<file path="src/rtl/dmem_arb_pkg.sv">
// Shared types and constants for the data-memory arbiter.
package dmem_arb_pkg;

  typedef enum logic {
    S_CORE = 1'b0,
    S_HOST = 1'b1
  } arb_state_t;

  localparam logic [3:0] WSTRB_NONE = 4'b0000;
  localparam logic [3:0] WSTRB_WORD = 4'b1111;

  localparam int unsigned STARVE_MAX_DEF = 4;
  localparam int unsigned BURST_LEN_DEF  = 2;

  // Width of a counter that ranges over 0..max_count-1 (at least one bit).
  function automatic int unsigned cnt_width(input int unsigned max_count);
    return (max_count <= 1) ? 1 : $clog2(max_count);
  endfunction

endpackage

</file>
<file path="src/rtl/dmem_arb_fsm.sv">
// Arbitration FSM: tracks host starvation in S_CORE and bounds forced host
// bursts in S_HOST. host_sel and host_phase are combinational from the
// registered state and the live request lines so the core sees no latency.
module dmem_arb_fsm
  import dmem_arb_pkg::*;
#(
  parameter int unsigned STARVE_MAX = STARVE_MAX_DEF,
  parameter int unsigned BURST_LEN  = BURST_LEN_DEF
) (
  input  logic clk,
  input  logic reset,
  input  logic c_req,
  input  logic h_req,
  output logic host_sel,
  output logic host_phase
);

  localparam int unsigned WAIT_W = cnt_width(STARVE_MAX);
  localparam int unsigned BEAT_W = cnt_width(BURST_LEN);
  localparam logic [WAIT_W-1:0] WAIT_LAST = WAIT_W'(STARVE_MAX - 1);
  localparam logic [BEAT_W-1:0] BEAT_LAST = BEAT_W'(BURST_LEN - 1);

  arb_state_t        state;
  logic [WAIT_W-1:0] wait_cnt;
  logic [BEAT_W-1:0] beat_cnt;

  // State and counter update; counters are cleared on every transition so
  // they never wrap.
  always_ff @(posedge clk) begin
    if (reset) begin
      state    <= S_CORE;
      wait_cnt <= '0;
      beat_cnt <= '0;
    end else begin
      case (state)
        S_CORE: begin
          if (c_req && h_req) begin
            if (wait_cnt == WAIT_LAST) begin
              state    <= S_HOST;
              wait_cnt <= '0;
              beat_cnt <= '0;
            end else begin
              wait_cnt <= wait_cnt + 1'b1;
            end
          end else begin
            // Host idle or served in an idle slot: starvation resets.
            wait_cnt <= '0;
          end
        end
        S_HOST: begin
          if (h_req && (beat_cnt != BEAT_LAST)) begin
            beat_cnt <= beat_cnt + 1'b1;
          end else begin
            // Last beat granted, or host released early.
            state    <= S_CORE;
            beat_cnt <= '0;
          end
        end
        default: begin
          state    <= S_CORE;
          wait_cnt <= '0;
          beat_cnt <= '0;
        end
      endcase
    end
  end

  // Host wins in S_HOST whenever it asks, and in S_CORE only on idle slots.
  always_comb begin
    host_phase = (state == S_HOST);
    host_sel   = host_phase ? h_req : (h_req && !c_req);
  end

endmodule

</file>
<file path="src/rtl/dmem_arbiter.sv">
// Single-port data RAM arbiter between the core load/store port and a host
// port. Optional macro DMEM_ARB_PERF_EN adds stall / host-beat counters.
module dmem_arbiter
  import dmem_arb_pkg::*;
#(
  parameter int unsigned STARVE_MAX = STARVE_MAX_DEF,
  parameter int unsigned BURST_LEN  = BURST_LEN_DEF
) (
  input  logic        clk,
  input  logic        reset,
  input  logic        c_req,
  input  logic [3:0]  c_wstrb,
  input  logic [31:0] c_addr,
  input  logic [31:0] c_wdata,
  output logic [31:0] c_rdata,
  output logic        c_stall,
  input  logic        h_req,
  input  logic [3:0]  h_wstrb,
  input  logic [31:0] h_addr,
  input  logic [31:0] h_wdata,
  output logic        h_gnt,
  output logic        h_rvalid,
  output logic [31:0] h_rdata,
  output logic [3:0]  ram_wstrb,
  output logic [31:0] ram_addr,
  output logic [31:0] ram_wdata,
  input  logic [31:0] ram_rdata
`ifdef DMEM_ARB_PERF_EN
  ,
  output logic [31:0] perf_stall_cnt,
  output logic [31:0] perf_host_cnt
`endif
);

  logic host_sel;
  logic host_phase;
  logic core_sel;

  dmem_arb_fsm #(
    .STARVE_MAX (STARVE_MAX),
    .BURST_LEN  (BURST_LEN)
  ) u_fsm (
    .clk        (clk),
    .reset      (reset),
    .c_req      (c_req),
    .h_req      (h_req),
    .host_sel   (host_sel),
    .host_phase (host_phase)
  );

  assign core_sel = c_req && !host_phase;
  assign c_stall  = c_req && host_phase;
  assign h_gnt    = host_sel;
  assign c_rdata  = ram_rdata;

  // RAM port mux: the granted side drives the RAM, otherwise it is idle.
  always_comb begin
    ram_wstrb = WSTRB_NONE;
    ram_addr  = '0;
    ram_wdata = '0;
    if (host_sel) begin
      ram_wstrb = h_wstrb;
      ram_addr  = h_addr;
      ram_wdata = h_wdata;
    end else if (core_sel) begin
      ram_wstrb = c_wstrb;
      ram_addr  = c_addr;
      ram_wdata = c_wdata;
    end
  end

  // Host read return: capture RAM data one cycle after a granted read.
  always_ff @(posedge clk) begin
    if (reset) begin
      h_rvalid <= 1'b0;
      h_rdata  <= '0;
    end else begin
      h_rvalid <= host_sel && (h_wstrb == WSTRB_NONE);
      if (host_sel && (h_wstrb == WSTRB_NONE)) begin
        h_rdata <= ram_rdata;
      end
    end
  end

`ifdef DMEM_ARB_PERF_EN
  // Free-running performance counters, wrapping modulo 2^32.
  always_ff @(posedge clk) begin
    if (reset) begin
      perf_stall_cnt <= '0;
      perf_host_cnt  <= '0;
    end else begin
      if (c_stall) perf_stall_cnt <= perf_stall_cnt + 32'd1;
      if (h_gnt)   perf_host_cnt  <= perf_host_cnt + 32'd1;
    end
  end
`endif

endmodule

</file>
<file path="config.mk">
export PLATFORM = sky130hd
export DESIGN_NAME = dmem_arbiter
export DESIGN_NICKNAME = d
export VERILOG_FILES = /design/src/rtl/dmem_arb_pkg.sv /design/src/rtl/dmem_arb_fsm.sv /design/src/rtl/dmem_arbiter.sv
export SDC_FILE = /design/constraint.sdc
export NUM_CORES = 1
export LEC_CHECK = 0
export ABC_CLOCK_PERIOD_IN_PS = 2400
export CAP_MARGIN = 20
export CORE_AREA = 5 5 115 117
export CTS_BUF_LIST = sky130_fd_sc_hd__clkbuf_8
export DETAILED_ROUTE_END_ITERATION = 8
export DIE_AREA = 0 0 120 122
export HOLD_SLACK_MARGIN = 0.12
export PLACE_DENSITY = 0.68
export SYNTH_ARGS = -nofsm -noshare
export SYNTH_HDL_FRONTEND = slang
export SYNTH_SLANG_ARGS = --single-unit
</file>
<file path="constraint.sdc">
create_clock -name clk -period 2.4 [get_ports clk]
set_input_delay 0.36 -clock clk [delete_from_list [all_inputs] [get_ports clk]]
set_output_delay 0.36 -clock clk [all_outputs]
set_load 0.03 [all_outputs]
</file>
==> results.json, run 1 <==
{
  "gp_congestion": 0.797,
  "setup_slack_ps": 257,
  "grt_max_degree": 70,
  "cts_tree": "done",
  "setup-violations-final": 0,
  "startpoint_type": "primary input",
  "synth.cell_area_um2": 2610,
  "worstMarginPinSlew_ps": 488,
  "final_cell_mix": "clkdlybuf4s50_1 (237), a22o_1 (68), buf_4 (67)",
  "crit_path_start": "c_req",
  "min_delay_path_depth": 2,
  "ys_types": 21,
  "antenna_left": 0,
  "syn-instance-count": 281,
  "critical_path.most_common_cell": "clkdlybuf4s50_1",
  "cts_resized": 0,
  "std_cell_rows": 41,
  "worstSkewPairLatency_ps": 290,
  "first_iter_violations": 112,
  "critical_path.max_fanout": 4,
  "leakage_nw": 2.20,
  "die_h_um": 122,
  "cts_max_level": 2,
  "skew_ps": 2.37,
  "slew_violations": 0,
  "cts-root-buf": "clkbuf_8",
  "drcViolationCount": 0,
  "crit_path_end": "c_stall",
  "vias": 3165,
  "r2r_slack_ps": 790,
  "holdCritStartpoint": "h_rdata[31]",
  "grt_pass1_vias": 3354,
  "hold_buffers": 0,
  "r2r_end": "h_rdata[24]",
  "wl_per_cell_um": 20.9,
  "grt_overflow": 0,
  "drive_gt1_share_pct": 16.5,
  "numCtsBuffers": 5,
  "status": "finished clean",
  "core_area_um2": 12300,
  "final_common_cell": "clkdlybuf4s50_1",
  "fill_cells": 1164,
  "cts.clk_slew.worst_paths_ps": 70,
  "peakVddDrop_uv": 192,
  "nets": 718,
  "tns_ps": 0,
  "period_share_pct": 89.3,
  "finalWirelength_um": 14500,
  "relSlewSlack_pct": 67.5,
  "pin_count": 307,
  "clock.fmax_mhz": 467,
  "rsz0062_at_grt": "no",
  "cp.arrival_ps": 1780,
  "hold_path.class": "flip-flop to flip-flop",
  "dieArea_um2": 14600,
  "synth_area_per_cell_um2": 9.28,
  "firstDrtPassIters": 4,
  "regArea_um2": 741,
  "yosysWarnings": 0,
  "rr_worst_depth": 5,
  "die_w_um": 120,
  "fin_crit_ps": 2140,
  "pre_cts_slack_ps": 187,
  "crit_chain": "clkdlybuf4s50_1, buf_4, and2_1, clkdlybuf4s50_1",
  "grt_pass1_wl_um": 20200,
  "rr_startpoint": "u_fsm.host_phase",
  "crit_path_end_kind": "primary output",
  "hpwl_um": 12900,
  "cp_slowest_cell": "clkdlybuf4s50_1",
  "areaGrowthSynthToFinish_pct": 116,
  "synth-seq-cells": 37,
  "postCtsSetupBuffers": 0,
  "pwr_density_cell_nw_per_um2": 389,
  "crit_required_ps": 2040,
  "cts.sinks": 37,
  "clockBufferDepth": 2,
  "slowest_delay_ps": 680,
  "portBuffers": 306,
  "finalHoldViolCount": 0,
  "ys_seq_area_share_pct": 28.4,
  "diodes": 0,
  "syn-num-nets": 454,
  "cap_violations": 0,
  "grt_usage_pct": 18.5,
  "multi_input_area_um2": 1480,
  "initial_core_util_pct": 21.3,
  "viasPerCell": 4.55,
  "antenna_found_initial": 3,
  "worst-setup-path-type": "primary input to primary output"
}
==> per-layer routing <==
metal  vias to the layer above  routed length (um)  track usage [%]
met5                         -                  47                0
li1                       1504                   -                -
met2                       182                7510             34.1
met1                      1459                5320             20.0
met4                         6                 141             2.93
met3                        14                1500             7.85
==> critical path, delay by kind of cell <==
family	cells	cell delay [ps]
buffers and inverters	3	1300
and+or+nand+nor	1	130
==> sequential cells by signal (all words and copies together), names as in the netlist <==
name / flops
h_rdata: 32
u_fsm.wait_cnt: 2
h_rvalid: 1
u_fsm.beat_cnt: 1
u_fsm.host_phase: 1
==> cell usage after synthesis <==
| library cell | instances | area, um2 |
|---|---|---|
| a21oi_1 | 4 | 20.0 |
| a22o_1 | 68 | 596 |
| and2_1 | 1 | 6.26 |
| buf_12 | 3 | 60.1 |
| buf_2 | 11 | 55.1 |
| buf_4 | 32 | 240 |
| buf_6 | 1 | 11.3 |
| clkbuf_1 | 12 | 45.0 |
| dfxtp_1 | 37 | 741 |
| ha_1 | 1 | 12.5 |
| mux2i_1 | 32 | 320 |
| nand2_1 | 4 | 15.0 |
| nand2b_1 | 64 | 400 |
| nand3_1 | 1 | 5.00 |
| nand3b_1 | 1 | 7.51 |
| nand4b_1 | 1 | 8.76 |
| nor2b_1 | 4 | 25.0 |
| nor3b_1 | 1 | 7.51 |
| nor3b_2 | 1 | 12.5 |
| or4_1 | 1 | 7.51 |
| or4_4 | 1 | 11.3 |
==> per-stage QoR <==
step / cells / area, um2 / util [%] / power [mW] / hold slack [ps]
CTS: 696 / 5640 / 46.0 / 2.23 / 477
detailed placement: 688 / 5520 / 45.0 / 1.66 / 462
global route: 696 / 5640 / 46.0 / 2.28 / 499
global placement: 688 / 5520 / 45.0 / 1.65 / 456
finish: 696 / 5640 / 46.0 / 2.19 / 474
floorplan: 281 / 2610 / - / 1.10 / 444
==> kinds of logic (layout without fill, tap and decap cells) <==
group	after synthesis	in the layout	synth area share [%]
buf+inv	59	324	15.8
simple gates	80	80	19.4
compound gates	72	72	23.6
mux	32	32	12.3
flops	37	37	28.4
fa+ha+maj	1	1	0.480
==> worst min path at each step <==
stage	end	slack, ps
finish	h_rdata[31]	470
global route	h_rdata[8]	500
CTS	h_rdata[15]	480
detailed placement	h_rdata[0]	460
global placement	u_fsm.wait_cnt[1]	460
floorplan	u_fsm.wait_cnt[1]	440
==> power by group <==
| group | internal (mW) | leakage (nW) | switching (mW) |
|---|---|---|---|
| registers | 0.618 | 0.298 | 0.00275 |
| logic | 0.536 | 1.84 | 0.476 |
| clock network | 0.335 | 0.0626 | 0.227 |
| total | 1.49 | 2.20 | 0.706 |
==> cell type report <==
cell class | count | area share [%]
clock buffers | 6 | 1.47
clock inverters | 2 | 0.599
multi-input cells | 185 | 26.2
flip-flops and latches | 37 | 13.1
well taps | 150 | 3.33
repair buffers | 316 | 55.3
Power figures use the tool's default switching activity.
==> run 2, diff against run 1 <==
- CORE_AREA: 5 5 115 117 -> 5 5 116 118
- CTS_BUF_LIST: sky130_fd_sc_hd__clkbuf_8 -> default
- DIE_AREA: 0 0 120 122 -> 0 0 121 123
- PLACE_DENSITY: 0.68 -> 0.67
==> run 2 against run 1 <==
  * Hold slack worse by 4.9 ps
  * Global-route usage fell by 3.1 points
  * Worst setup slack got worse by 130 ps
  * Clock power is 5.0% higher
  * Core utilization up 1.3 points
  * Critical path depth is 2 higher
  * Critical path type unchanged
==> results.json, run 2 (synthesis gave the netlist of run 1 again) <==
{
  "grt_overflow": 0,
  "setup-violations-final": 0,
  "rsz0062_at_grt": "no",
  "finalHoldViolCount": 0,
  "skew_ps": 3.07,
  "first_iter_violations": 114,
  "pwr_density_cell_nw_per_um2": 388,
  "rr_worst_depth": 5,
  "period_share_pct": 94.6,
  "routed-wl-met3_um": 1490,
  "grt_pass1_wl_um": 17800,
  "portBuffers": 306,
  "cts_tree": "done",
  "hold_buffers": 0,
  "initial_core_util_pct": 21.1,
  "cp.arrival_ps": 1910,
  "drive_gt1_share_pct": 15.9,
  "clock.fmax_mhz": 440,
  "regArea_um2": 741,
  "grt_usage_pct": 15.3,
  "antenna_found_initial": 0,
  "die_w_um": 121,
  "status": "finished clean",
  "diodes": 0,
  "worst-setup-path-type": "primary input to primary output",
  "vias": 3078,
  "final_cell_mix": "clkdlybuf4s50_1 (237), a22o_1 (68), nand2b_1 (64)",
  "grt_max_degree": 70,
  "fin_cells": 713,
  "nets": 715,
  "peakVddDrop_uv": 244,
  "clockBufferDepth": 2,
  "drcViolationCount": 0,
  "postLayoutCellArea_um2": 5840,
  "firstDrtPassIters": 4,
  "relSlewSlack_pct": 68.4,
  "setup_slack_ps": 129,
  "worstSkewPairLatency_ps": 270,
  "postCtsSetupBuffers": 0,
  "cts.clk_slew.worst_paths_ps": 50,
  "largest_reg_flops": 32,
  "place_inst": 707,
  "cts.sinks": 37,
  "tns_ps": 0,
  "min_delay_path_depth": 2,
  "antenna_left": 0,
  "dieArea_um2": 14900,
  "wl_met1_um": 4460,
  "viasPerCell": 4.32,
  "finalWirelength_um": 12700,
  "hold_path.class": "flip-flop to flip-flop",
  "hpwl_um": 11100,
  "startpoint_type": "primary input",
  "crit_path_end_kind": "primary output",
  "final_common_cell": "clkdlybuf4s50_1",
  "slew_violations": 0,
  "std_cell_rows": 41,
  "pin_count": 307,
  "fill_cells": 1181,
  "placed_area_um2": 5710,
  "cts_resized": 0,
  "cts_max_level": 2,
  "worstMarginPinSlew_ps": 474,
  "power.total_mw": 2.27,
  "areaGrowthSynthToFinish_pct": 124,
  "largest-register": "h_rdata",
  "cap_violations": 0,
  "pre_cts_slack_ps": 129,
  "gp_congestion": 0.885,
  "cts-root-buf": "clkbuf_16",
  "multi_input_area_um2": 1480,
  "numCtsBuffers": 5,
  "critical_path.max_fanout": 33,
  "leakage_nw": 2.25,
  "largestRegisters": "h_rdata (32), u_fsm.wait_cnt (2)",
  "highest_layer": "met4",
  "wl_per_cell_um": 17.8,
  "core_area_um2": 12400,
  "die_h_um": 123,
  "wl_met2_um": 6440,
  "grt_pass1_vias": 3228,
  "crit_required_ps": 2040,
  "fin_crit_ps": 2270
}
run 2: cell count changes in the layout (fill, tap and decap cells not counted):
| cell | before | now |
|---|---|---|
| buf_4 | 67 | 49 |
| buf_12 | 12 | 27 |
| clkbuf_8 | 6 | 0 |
| clkbuf_16 | 0 | 5 |
| bufinv_16 | 1 | 0 |
| clkinv_2 | 0 | 1 |
| inv_1 | 1 | 0 |
run 2: critical path: stages:
cell             delay (ps)
clkdlybuf4s50_1         470
nor2b_4                 180
nor2b_4                 150
buf_4                   340
a22o_1                  270
buf_12                  140
run 2: power breakdown:
part / leakage (nW) / total, mW / internal [mW] / switching (mW)
Combinational: 1.89 / 1.06 / 0.581 / 0.475
Clock: 0.0655 / 0.589 / 0.370 / 0.219
Sequential: 0.298 / 0.622 / 0.620 / 0.00272
Total: 2.25 / 2.27 / 1.57 / 0.696
run 2: worst paths after layout:
kind                    startpoint          end  slack, ps
hold reg to reg        h_rdata[22]  h_rdata[22]        470
setup reg to reg  u_fsm.host_phase  h_rdata[26]        810
hold / removal         h_rdata[22]  h_rdata[22]        470
setup / recovery             c_req  ram_addr[9]        130
run 2: layer usage:
metal,up-vias,global-route usage (%)
li1,1500,-
met1,1371,17.2
met2,191,27.0
met3,16,6.40
met4,0,3.97
met5,-,0
run 2: area by class of cell:
type	count	share of cell area (%)
Tap cell	172	3.68
Clock buffer	5	2.14
Timing Repair Buffer	313	56.1
Multi-Input combinational cell	185	25.3
Sequential cell	37	12.7
Clock inverter	1	0.0857
run 2: stage by stage:
stage,hold slack [ps],utilization (%)
6_report,469,47.3
3_5_place_dp,467,46.2
4_1_cts,474,47.3
5_1_grt,485,47.3
2_1_floorplan,444,-
3_3_place_gp,456,46.2
==> run 3, diff against run 2 <==
- CORE_AREA: 5 5 116 118 -> 2 2 120 122
- DIE_AREA: 0 0 121 123 -> 0 0 122 124
- PLACE_DENSITY: 0.67 -> default
==> run 3 against run 2 <==
  * Worst setup slack improved by 96 ps
  * Hold slack improved by 2.9 ps
  * Sequential share of layout area increased by 0.51 points
  * Wire length increased by 0.76%
  * Clock skew increased by 2.5 ps
  * Critical path type unchanged
  * Largest power group unchanged
  * Highest routed layer unchanged
==> results.json, run 3 (synthesis gave the netlist of run 1 again) <==
{
  "status": "finished clean",
  "worstMarginPinSlew_ps": 477,
  "leakage_nw": 2.17,
  "wl_per_cell_um": 17.6,
  "pwr_density_cell_nw_per_um2": 398,
  "viasPerCell": 4.38,
  "clock.fmax_mhz": 460,
  "rsz0062_at_grt": "no",
  "fin_crit_ps": 2180,
  "fin_util_pct": 40.9,
  "worstSkewPairLatency_ps": 280,
  "firstDrtPassIters": 4,
  "critical_path.max_fanout": 54,
  "largestRegisters": "h_rdata (32), u_fsm.wait_cnt (2)",
  "cp.arrival_ps": 1820,
  "grt_overflow": 0,
  "die_w_um": 122,
  "numCtsBuffers": 5,
  "initial_core_util_pct": 19.0,
  "gp_congestion": 0.763,
  "antenna_found_initial": 0,
  "period_share_pct": 90.6,
  "crit_required_ps": 2040,
  "power.total_mw": 2.23,
  "antenna_left": 0,
  "clockBufferDepth": 2,
  "postCtsSetupBuffers": 0,
  "final_cell_mix": "clkdlybuf4s50_1 (237), buf_4 (69), a22o_1 (68)",
  "diodes": 0,
  "portBuffers": 306,
  "slew_violations": 0,
  "cap_violations": 0,
  "core_area_um2": 13700,
  "grt_pass1_wl_um": 17100,
  "largest_reg_flops": 32,
  "drcViolationCount": 0,
  "grt_max_degree": 70,
  "worst-setup-path-type": "primary input to primary output",
  "startpoint_type": "primary input",
  "finalWirelength_um": 12800,
  "skew_ps": 5.54,
  "areaGrowthSynthToFinish_pct": 115,
  "cts-root-buf": "clkbuf_16",
  "pin_count": 307,
  "cts_resized": 0,
  "regArea_um2": 741,
  "crit_path_end_kind": "primary output",
  "setup-violations-final": 0,
  "nets": 715,
  "tns_ps": 0,
  "cts_max_level": 2,
  "hold_path.class": "flip-flop to flip-flop",
  "grt_usage_pct": 15.1,
  "hold_buffers": 0,
  "relSlewSlack_pct": 68.2,
  "largest-register": "h_rdata",
  "drive_gt1_share_pct": 16.2,
  "dieArea_um2": 15100,
  "first_iter_violations": 143,
  "grt_pass1_vias": 3004,
  "vias": 3164,
  "holdWs_ps": 472,
  "fill_cells": 1376,
  "std_cell_rows": 43,
  "cts_tree": "done",
  "cts.sinks": 37,
  "finalHoldViolCount": 0,
  "cts.clk_slew.worst_paths_ps": 50,
  "final_common_cell": "clkdlybuf4s50_1",
  "hpwl_um": 10900,
  "die_h_um": 124,
  "multi_input_area_um2": 1480,
  "peakVddDrop_uv": 242
}
run 3: changes by cell type in the layout (fill, tap and decap cells not counted):
cell / change
clkinv_2: +1
buf_12: -20
buf_4: +20
clkinvlp_4: +1
run 3: power breakdown:
part           internal (mW)  leakage (nW)  switching [mW]  total [mW]
logic                  0.519          1.80           0.469       0.988
clock network          0.380        0.0696           0.243       0.623
registers              0.619         0.298         0.00265       0.622
run 3: final timing paths:
kind / depth (start not counted) / endpoint / start / slack, ps
max: 5 / ram_wdata[20] / c_req / 220
min: 2 / h_rdata[13] / h_rdata[13] / 470
max reg2reg: 5 / h_rdata[23] / u_fsm.host_phase / 810
min reg2reg: 2 / h_rdata[13] / h_rdata[13] / 470
run 3: cell type report:
cell class / count / area share [%]
repair buffers: 313 / 54.0
multi-input cells: 185 / 26.3
flip-flops and latches: 37 / 13.2
well taps: 180 / 4.01
clock buffers: 5 / 2.23
clock inverters: 3 / 0.312
run 3: per-stage QoR:
step / cell area (um2) / setup slack (ps) / instances
2_1_floorplan: 2610 / 517 / 281
3_3_place_gp: 5470 / 236 / 715
3_5_place_dp: 5470 / 193 / 715
4_1_cts: 5620 / 224 / 723
5_1_grt: 5620 / 172 / 723
6_report: 5620 / 225 / 723
run 3: worst max-delay path: stages:
cell             delay (ps)
clkdlybuf4s50_1         540
nor2b_4                 250
buf_12                  260
a22o_1                  210
buf_4                   180
run 3: routing by layer:
layer	GRT usage, %	part of all wire, %	vias to the layer above
met3	4.72	9.2	28
met4	9.84	6.5	0
met5	0	0	-
met1	15.4	34	1443
met2	26.7	51	190
li1	-	-	1503
